--- src/rtl/music_pkg.sv ---
// Shared definitions for the music playback path: sequencer state encoding,
// beat divider computation and the default beat-index width.
package music_pkg;

  typedef enum logic [1:0] {
    ST_IDLE  = 2'd0,
    ST_PLAY  = 2'd1,
    ST_PAUSE = 2'd2,
    ST_DONE  = 2'd3
  } seq_state_t;

  localparam int DEFAULT_BEAT_W = 8;

  // Clock cycles per beat; integer division, remainder is dropped.
  function automatic int beat_div(input int clk_freq, input int beat_freq);
    return clk_freq / beat_freq;
  endfunction

endpackage

--- src/rtl/beat_tick_gen.sv ---
// Beat divider: counts 0..DIV-1 while run is high, holds otherwise, and
// clears on demand. Emits a registered one-cycle tick on each wrap and a
// gate_open flag that drops for the last GAP_CYCLES counts of every beat.
// GAP_CYCLES must be smaller than DIV.
module beat_tick_gen #(
  parameter int DIV        = 10,
  parameter int GAP_CYCLES = 2
) (
  input  logic clk,
  input  logic reset,
  input  logic run,
  input  logic clear,
  output logic wrap,
  output logic tick,
  output logic gate_open
);

  localparam int CNT_W = (DIV > 1) ? $clog2(DIV) : 1;
  localparam logic [CNT_W-1:0] LAST     = CNT_W'(DIV - 1);
  localparam logic [CNT_W-1:0] OPEN_LIM = CNT_W'(DIV - GAP_CYCLES);

  logic [CNT_W-1:0] div_cnt;

  // wrap marks the final count of a beat; the tick itself is taken only when running
  assign wrap      = (div_cnt == LAST);
  assign gate_open = (div_cnt < OPEN_LIM);

  // divider counter and registered tick; clear beats run so entry to IDLE/DONE lands at 0
  always_ff @(posedge clk) begin
    if (reset) begin
      div_cnt <= '0;
      tick    <= 1'b0;
    end else begin
      tick <= run && wrap;
      if (clear)
        div_cnt <= '0;
      else if (run)
        div_cnt <= wrap ? '0 : div_cnt + CNT_W'(1);
    end
  end

endmodule

--- src/rtl/beat_sequencer.sv ---
// Beat sequencer: drives the song-ROM beat index from a clock-enable beat
// tick, with play/pause/stop/loop control and a per-beat note gate so that
// repeated notes articulate. Control priority each cycle is
// reset > stop > pause > play.
module beat_sequencer
  import music_pkg::*;
#(
  parameter int CLK_FREQ   = 100_000_000,
  parameter int BEAT_FREQ  = 8,
  parameter int GAP_CYCLES = 1_000_000,
  parameter int BEAT_W     = DEFAULT_BEAT_W
) (
  input  logic              clk,
  input  logic              reset,
  input  logic              play,
  input  logic              pause,
  input  logic              stop,
  input  logic              loop_en,
  input  logic [BEAT_W-1:0] song_len,
  output logic [BEAT_W-1:0] ibeat,
  output logic              beat_tick,
  output logic              note_gate,
  output logic              playing,
  output logic              done
);

  localparam int DIV = beat_div(CLK_FREQ, BEAT_FREQ);

  seq_state_t        state_q, state_d;
  logic [BEAT_W-1:0] len_q;
  logic [BEAT_W:0]   ibeat_p1;
  logic              run, start, clear, wrap, gate_open, last_beat, tick_now;

  // one bit wider so the end-of-song compare cannot overflow at the top index
  assign ibeat_p1  = {1'b0, ibeat} + {{BEAT_W{1'b0}}, 1'b1};
  assign last_beat = (ibeat_p1 >= {1'b0, len_q});

  // state register
  always_ff @(posedge clk) begin
    if (reset) state_q <= ST_IDLE;
    else       state_q <= state_d;
  end

  // next state, divider run enable and song start strobe
  always_comb begin
    state_d = state_q;
    run     = 1'b0;
    start   = 1'b0;
    case (state_q)
      ST_IDLE, ST_DONE: begin
        if (stop) state_d = ST_IDLE;
        else if (!pause && play && song_len != '0) begin
          state_d = ST_PLAY;
          start   = 1'b1;
        end
      end
      ST_PLAY: begin
        if (stop)       state_d = ST_IDLE;
        else if (pause) state_d = ST_PAUSE;
        else begin
          run = 1'b1;
          if (wrap && last_beat && !loop_en) state_d = ST_DONE;
        end
      end
      ST_PAUSE: begin
        if (stop)                state_d = ST_IDLE;
        else if (play && !pause) state_d = ST_PLAY;
      end
      default: state_d = ST_IDLE;
    endcase
  end

  assign tick_now = run && wrap;
  // the divider rests at 0 in IDLE/DONE and restarts from 0 on a new song
  assign clear    = (state_d == ST_IDLE) || (state_d == ST_DONE) || start;

  beat_tick_gen #(
    .DIV        (DIV),
    .GAP_CYCLES (GAP_CYCLES)
  ) u_tick (
    .clk       (clk),
    .reset     (reset),
    .run       (run),
    .clear     (clear),
    .wrap      (wrap),
    .tick      (beat_tick),
    .gate_open (gate_open)
  );

  // beat index and latched song length; ibeat holds on the final beat when entering DONE
  always_ff @(posedge clk) begin
    if (reset) begin
      ibeat <= '0;
      len_q <= '0;
    end else if (state_d == ST_IDLE) begin
      ibeat <= '0;
    end else if (start) begin
      ibeat <= '0;
      len_q <= song_len;
    end else if (tick_now) begin
      if (!last_beat)   ibeat <= ibeat_p1[BEAT_W-1:0];
      else if (loop_en) ibeat <= '0;
    end
  end

  assign playing   = (state_q == ST_PLAY);
  assign done      = (state_q == ST_DONE);
  assign note_gate = playing && gate_open;

endmodule

--- config.mk ---
export PLATFORM = sky130hd
export DESIGN_NAME = beat_sequencer
export DESIGN_NICKNAME = d
export VERILOG_FILES = /design/src/rtl/music_pkg.sv /design/src/rtl/beat_tick_gen.sv /design/src/rtl/beat_sequencer.sv
export SDC_FILE = /design/constraint.sdc
export NUM_CORES = 1
export LEC_CHECK = 0
export ABC_AREA = 1
export CAP_MARGIN = 20
export CORE_MARGIN = 8
export CORE_UTILIZATION = 35
export DETAILED_ROUTE_END_ITERATION = 6
export SKIP_CTS_REPAIR_TIMING = 1
export SLEW_MARGIN = 20
export SYNTH_ARGS = -nofsm -noshare
export SYNTH_HDL_FRONTEND = slang
export SYNTH_SLANG_ARGS = --single-unit
--- constraint.sdc ---
create_clock -name clk -period 3.3 [get_ports clk]
set_input_delay 0.99 -clock clk [delete_from_list [all_inputs] [get_ports clk]]
set_output_delay 0.99 -clock clk [all_outputs]
set_load 0.01 [all_outputs]
==> run summary, run 1 <==
Dividing the detail-routed via count by the number of cells gives 4.84. The cell area power density is 297 mW/mm². Clock tree skew after final layout: 0.00378 ns. The analysis attributes to net switching a power of 0.220 mW. The time the final worst path needs with I/O delays and setup came out at 3.08 ns. The root buffer cell chosen for the clock tree is clkbuf_8.

The clock network latency to the later pin of the worst-skew pair was 0.30 ns. For the count of different cell masters after synthesis, the log shows 40. The slowest stage of the critical path belongs to the cell clkdlybuf4s50_1.

The deepest level of the CTS H-tree came out at 2. Summed over all instances, the cell type with the most area after synthesis is dfxtp_1. The clock share of power was 0.364; the count of cells along the worst hold path was 2. After clock tree synthesis, the clock-pin slew on the worst setup and hold paths is 0.08 ns. The signal on the critical path passes through nand2_1 -> inv_2 -> nand3_1 -> inv_2 -> nor3_1 -> o31ai_1 -> a211oi_1 -> clkdlybuf4s50_1. For this run, the detailed router's first-pass iteration total came to 4. Entering global routing, the biggest net connects 17 pins. Type of the setup path with the least slack: register to output port.

The count of endpoints failing hold in the final timing report is 0. Max-cap violations in this run came to 0. Counting every sink on the clock net gives 43.

The proportion of synthesized chip area in sequential cells was 0.335; the count of boundary I/O pins was 26. Post-route total power: 0.914 mW. The core region is 0.00718 mm². OpenSTA, run right after detailed placement, puts the worst setup slack at 0.153 ns. The number of nets handed over by synthesis was 382. The die covers 0.0103 mm².

The post-placement cell area was 0.00296 mm². For the normalized max-slew margin, the log shows 0.688. The tools report the number of global-route vias before repair as 2294.

The share of layout cells above drive strength 1 came out at 0.137. STA classifies the critical path startpoint as a register. The detail route stage leaves a number of antenna-violating nets equal to 0.

Setup repair after global routing left no endpoint under its margin. The final clock period utilization by the worst path works out to 0.934. In the final routed layout, each cell accounts on average for 12.0 µm. The number of nets in the finished design was 415.

After synthesis, the mean cell area works out to 7.26 µm². The estimated wirelength of the detail-placed design was 4680 µm; the share of the synthesized area in the top cell type was 0.335. The final weighted congestion of routability-driven global placement was 0.807. Count of antenna diodes in the layout: 0. The run gives 0.428 as the post-route core utilization.

In this run, CTS created clock tree buffers numbering 5. The starting density of the core is 0.358, and the net switching share of the total power is 0.241. The die span in y was 102 µm; the part of the power in combinational logic was 0.066. Most frequent cell on the critical path: inv_2. After global routing the overflow that remains totals 0. The initial antenna violation count was 0.

The run gives 10400 µm as the first-pass GRT wire length. The total of warnings raised by yosys was 0; the minimum setup slack among reg-to-reg paths was 0.31 ns. At the worst endpoint, the arrival time is 2.09 ns. Measured along the x axis, the die boundary spans 102 µm. The path depth of the worst reg2reg path came out at 23. The total global routing track utilization was 0.125. The tools report the remaining design rule violation count as 0.

The run finished with clean final reports. TritonCTS built the clock tree. The worst-margin pin slew is 0.464 ns.

The worst setup path is captured at an output port. Summed over all cells, the static leakage comes to 1.15 nW. Counting every instance in the synthesized netlist gives 354.

For this block, the initial DRC count from the detailed router was 96. For this run, the slowest stage of the critical path takes 0.50 ns. Compared with the post-synthesis result, the final layout area differs by 19.5%. The worst-case IR drop observed on VDD is 0.192 mV. The worst path meets setup with 0.218 ns of slack.

The internal portion of the total power is 0.694 mW. The tightest min-delay check is of the register to register type. Row generation in the floorplan step produced 31 rows. Counting flops and latches in the post-synthesis netlist gives 43. The final layout contains routed wiring with a total length of 5850 µm.

The logs give 0 for the number of max-slew violations in the final report and 0 for the number of setup violations in the final report. Counting along the longest clock path gives a buffer depth of 2. The tools report the cell area after synthesis as 0.00257 mm².

Across all layers, the routed design uses 2355 vias. The accumulated negative setup slack was 0 ns. By area the synthesized netlist is led by dfxtp_1 33%, nand2_1 8.9%, inv_1 7.7%. Summing all non-filler instances in the final layout gives an area of 0.00307 mm².

During placement, the flow inserted port buffers numbering 25. The peak clock frequency supported by timing was 324 MHz; the worst path required time was 2.31 ns. Of all nets on the critical path, the largest fanout is 6. The part of the total power dissipated in sequential elements came out at 0.570.
[final timing paths]
check | from | end
max | u_tick.div_cnt[6] | note_gate
min | len_q[0] | len_q[0]
max reg2reg | ibeat[0] | u_tick.div_cnt[21]
min reg2reg | len_q[0] | len_q[0]
[flip-flops by register name, summed over array words and instances, names as in the netlist]
signal / cells
ibeat: 8
u_tick.div_cnt: 24
len_q: 8
u_tick.tick: 1
state_q: 2
[power groups by stage]
stage / combinational [mW] / sequential (mW) / clock (mW)
after floorplan: 0.0299 / 0.533 / 0
after global placement: 0.0587 / 0.533 / 0
after detailed placement: 0.0594 / 0.533 / 0
after CTS: 0.0596 / 0.521 / 0.346
after global routing: 0.0678 / 0.522 / 0.369
final: 0.0603 / 0.521 / 0.332
[Yosys cell counts, drive strengths merged]
cell type / instances
a2111oi: 1
a211oi: 3
a21boi: 1
a21oi: 36
a221oi: 1
a31oi: 1
buf: 4
clkbuf: 1
clkinv: 1
dfxtp: 43
ha: 14
inv: 59
nand2: 68
nand3: 17
nand3b: 1
nand4: 16
nor2: 33
nor3: 14
nor3b: 2
nor4: 7
o211a: 1
o211ai: 1
o21ai: 14
o31ai: 2
or2: 2
xnor2: 4
xor2: 7
[critical path, delay by kind of cell (launching register included)]
| family | cells | cell delay, ns |
|---|---|---|
| buffers and inverters | 3 | 0.68 |
| DFF | 1 | 0.44 |
| and+or+nand+nor | 3 | 0.24 |
| AOI/OAI and AO/OA | 2 | 0.45 |
[cell usage in the layout (no fill, tap or decap), types with 3 or more instances in the layout]
cell,instances
inv_1,53
nor2_4,3
clkbuf_8,5
dfxtp_1,41
nor2_1,23
nor2_2,6
nor3_2,3
o21ai_0,7
nand3_1,15
xnor2_1,4
nand2_2,6
buf_4,6
ha_1,14
nor4_1,5
a21oi_1,36
clkinv_2,4
inv_2,5
clkdlybuf4s50_1,25
a211oi_1,3
nor3_1,11
xor2_1,7
o21ai_1,7
nand4_1,14
nand2_1,61
[layout make-up]
| type | count | area, µm² |
|---|---|---|
| clock buffer | 5 | 68.8 |
| clock inverter | 3 | 15.0 |
| fill | 725 | 4100 |
| inverter | 60 | 229 |
| multi-input combinational | 246 | 1480 |
| sequential | 43 | 863 |
| tap | 99 | 124 |
| timing repair buffer | 31 | 295 |
[layer usage]
metal  GRT usage  vias up  routed length, µm
li1            -     1245                  -
met2       0.211       46               2770
met1       0.152     1055               2820
met5           0        -                  0
met3      0.0289        9                195
met4      0.0378        0                 65
[cells by family after synthesis]
logic type | Yosys count | share of synthesized area
compound gates | 61 | 0.131
xor+xnor | 11 | 0.0375
buf+inv | 65 | 0.0998
simple gates | 160 | 0.329
flops | 43 | 0.335
fa+ha+maj | 14 | 0.0681
[through the flow]
step	hold slack, ns	instances
floorplan	0.427	354
global placement	0.463	479
detailed placement	0.472	479
CTS	0.485	487
global route	0.505	487
finish	0.474	487
(Power assumes the default switching activity.)
==> inputs of run 2 (changes only) <==
--- a/config.mk
+++ b/config.mk
@@ -8,8 +8,10 @@
 export ABC_AREA = 1
 export CAP_MARGIN = 20
 export CORE_MARGIN = 8
-export CORE_UTILIZATION = 35
+export CORE_UTILIZATION = 57
 export DETAILED_ROUTE_END_ITERATION = 6
+export GPL_ROUTABILITY_DRIVEN = 0
+export PLACE_DENSITY = 0.8
 export SKIP_CTS_REPAIR_TIMING = 1
 export SLEW_MARGIN = 20
 export SYNTH_ARGS = -nofsm -noshare
==> run summary, run 2 (synthesis gave the netlist of run 1 again) <==
The flow ran to the end, and the final reports show no timing, DRC or antenna violations. Cell family with the largest share of critical-path delay: simple AND/OR/NAND/NOR gates. Routed length per placed instance: 13.0 µm (+8.4%). The signal on the critical path passes through ha_1 -> nand3_1 -> xor2_1 -> ha_1 -> nand2_1 -> inv_1 -> nand3_1 -> nand3_1 -> nand2_1 -> nand2_1 -> nand2_1 -> nand2_2 -> nand3_2 -> nand2_1 -> nand2_1 -> nand2_1 -> a21boi_0 -> ha_1 -> nand3_1 -> a2111oi_0. The accumulated negative setup slack was 0 ns (unchanged); the number of setup violations in the final report was 0 (unchanged). The run gives 0.591 (+0.232) as the starting density of the core. The number of max-slew violations in the final report is 0 (unchanged). The cell area power density is 331 mW/mm² (+11%), and the number of cell rows is 24 (-23%). Leaving out fill and tap cells, the most frequent cell in the layout is nand2_1. The count of boundary I/O pins is 26 (unchanged), and the total global routing track utilization is 0.162 (+0.0374). The number of global-route vias before repair was 2194 (-4.4%).

The number of DRC violations after detailed-routing iteration 0 is 148 (+54%), and the layout-stage area growth over the synthesis result is 18.1%. The CTS buffer count is 5 (unchanged). Number of violations of the max-capacitance limit: 0 (unchanged). TritonCTS built the clock tree. For the worst path required time, the log shows 3.46 ns (+1.15 ns).

Setup repair after global routing left no endpoint under its margin. The die span in y is 83.2 µm (-18%). The type of the tightest min-delay check was register to register.

The time the final worst path needs with I/O delays and setup came out at 3.06 ns (-0.0174 ns). The horizontal die dimension is 83.2 µm (-18%), and the via density per instance is 5.42 (+12%). The data arrival time of the critical path is 3.22 ns (+1.13 ns), and the maximum VDD drop is 0.233 mV (+21%).

The highest fanout seen on the critical path was 4 (-2); the peak clock frequency supported by timing was 326 MHz (+0.57%). The estimated wirelength of the detail-placed design was 4360 µm (-6.7%). The tools report the post-detailed-routing wire length as 5740 µm (-1.9%). For the number of iterations in the first detailed-routing pass, the log shows 4 (unchanged).

The critical path endpoint category was a register. The count of antenna diodes in the layout was 0 (unchanged). The static power due to leakage was 1.17 nW (+1.8%); the number of flip-flops in the largest register was 24 (unchanged). The first-pass GRT wire length came out at 9730 µm (-6.6%). In the layout the commonest cells are 61 x nand2_1, 53 x inv_1, 43 x dfxtp_1.

The tools report the count of endpoints failing hold in the final timing report as 0 (unchanged). The met2 track utilization from global routing is 0.250 (+0.0391). The number of buffer and inverter stages on the critical path was 1 (-2). The critical path is of the register to register type.

The residual overflow from global routing was 0 (unchanged). The worst setup path is launched from a register. The slowest stage of the critical path belongs to the cell dfxtp_1. The overall die area is 0.00692 mm² (-33%).

Clock net sink count: 43 (unchanged). The port buffer count was 25 (unchanged). u_tick.div_cnt holds more flip-flops than any other register.

Number of nets in the finished design: 416 (+0.24%). By instance count, the cell type seen most on the critical path is nand2_1. For the clock network latency to the later pin of the worst-skew pair, the log shows 0.29 ns (about the same). Normalized max-slew margin: 0.713 (+0.0254). For the worst slack on hold paths, the log shows 0.462 ns (-0.0123 ns).

The number of nets with antenna violations after routing was 0 (unchanged). The global-route met3 utilization is 0.0283 (-0.000546). For the pin count of the biggest net entering global routing, the log shows 17 (unchanged).

Peak per-stage delay on the critical path: 0.38 ns (-0.12 ns). Clock tree synthesis selected as its root buffer the cell clkbuf_8. The clock tree skew after final layout is 0.00716 ns (+0.00339 ns). For the deepest level of the CTS H-tree, the log shows 2 (unchanged). The tools report the total via count after detailed routing as 2391 (+1.5%). The largest registers in the layout are u_tick.div_cnt (24), ibeat (8), len_q (8).

The met1 track utilization from global routing is 0.220 (+0.0685). The clock-pin slew on the worst setup and hold paths works out to 0.08 ns (about the same). The initial antenna violation count was 0 (unchanged); the share of layout cells above drive strength 1 was 0.131 (-0.00549).

The run gives 0 (unchanged) as the remaining design rule violation count. Maximum buffer depth of the clock tree: 2 (unchanged). Worst-margin pin slew: 0.427 ns (-0.0378 ns).

The final clock period utilization by the worst path is 0.929 (-0.00528), and the fill cell total of the finished layout is 348 (-52%). The run gives 0.00435 mm² (-39%) as the core area. met2 is the most crowded layer.
[run 2: worst reg2reg max path: stages, from the launching register on]
cell	delay, ns
dfxtp_1	0.38
ha_1	0.21
nand3_1	0.14
xor2_1	0.20
ha_1	0.32
nand2_1	0.05
inv_1	0.06
nand3_1	0.07
nand3_1	0.07
nand2_1	0.05
nand2_1	0.05
nand2_1	0.06
nand2_2	0.07
nand3_2	0.07
nand2_1	0.07
nand2_1	0.04
nand2_1	0.07
a21boi_0	0.09
ha_1	0.32
nand3_1	0.16
a2111oi_0	0.36
[run 2: where the power goes]
group / switching, mW / internal [mW] / leakage, nW
Combinational: 0.0312 / 0.0280 / 0.766
Clock: 0.180 / 0.245 / 0.0612
Sequential: 0.000900 / 0.520 / 0.346
Total: 0.212 / 0.793 / 1.17
[run 2: final cells by class]
class,count,area [µm²],share of cell area
Multi-Input combinational cell,246,1460,0.482
Timing Repair Buffer,32,303,0.0997
Tap cell,52,65.1,0.0214
Inverter,60,226,0.0746
Sequential cell,43,861,0.283
Clock inverter,2,35.0,0.0115
Clock buffer,6,82.6,0.0272
[run 2: routing by layer]
metal / vias up / part of all wire
met5: - / 0
met4: 0 / 0.014
met1: 1075 / 0.51
met3: 9 / 0.044
met2: 58 / 0.43
li1: 1249 / -
[run 2: path summary, 6_finish.rpt]
| kind | start | to | slack [ns] | cells after the start |
|---|---|---|---|---|
| worst min-delay path | len_q[0] | len_q[0] | 0.46 | 2 |
| worst min register to register | len_q[0] | len_q[0] | 0.46 | 2 |
| worst max-delay path | ibeat[1] | u_tick.div_cnt[8] | 0.24 | 20 |
| worst max register to register | ibeat[1] | u_tick.div_cnt[8] | 0.24 | 20 |
[run 2: metrics by stage]
stage | cells | instance area [µm²] | utilization | power [mW] | setup WS (ns)
finish | 441 | 3040 | 0.697 | 1.01 | 0.235
global route | 441 | 3040 | 0.697 | 1.04 | 0.0131
detailed placement | 433 | 2910 | 0.668 | 0.592 | 0.147
CTS | 441 | 3030 | 0.695 | 1.01 | 0.253
global placement | 433 | 2910 | 0.668 | 0.591 | 0.252
floorplan | 354 | 2570 | - | 0.563 | 0.230
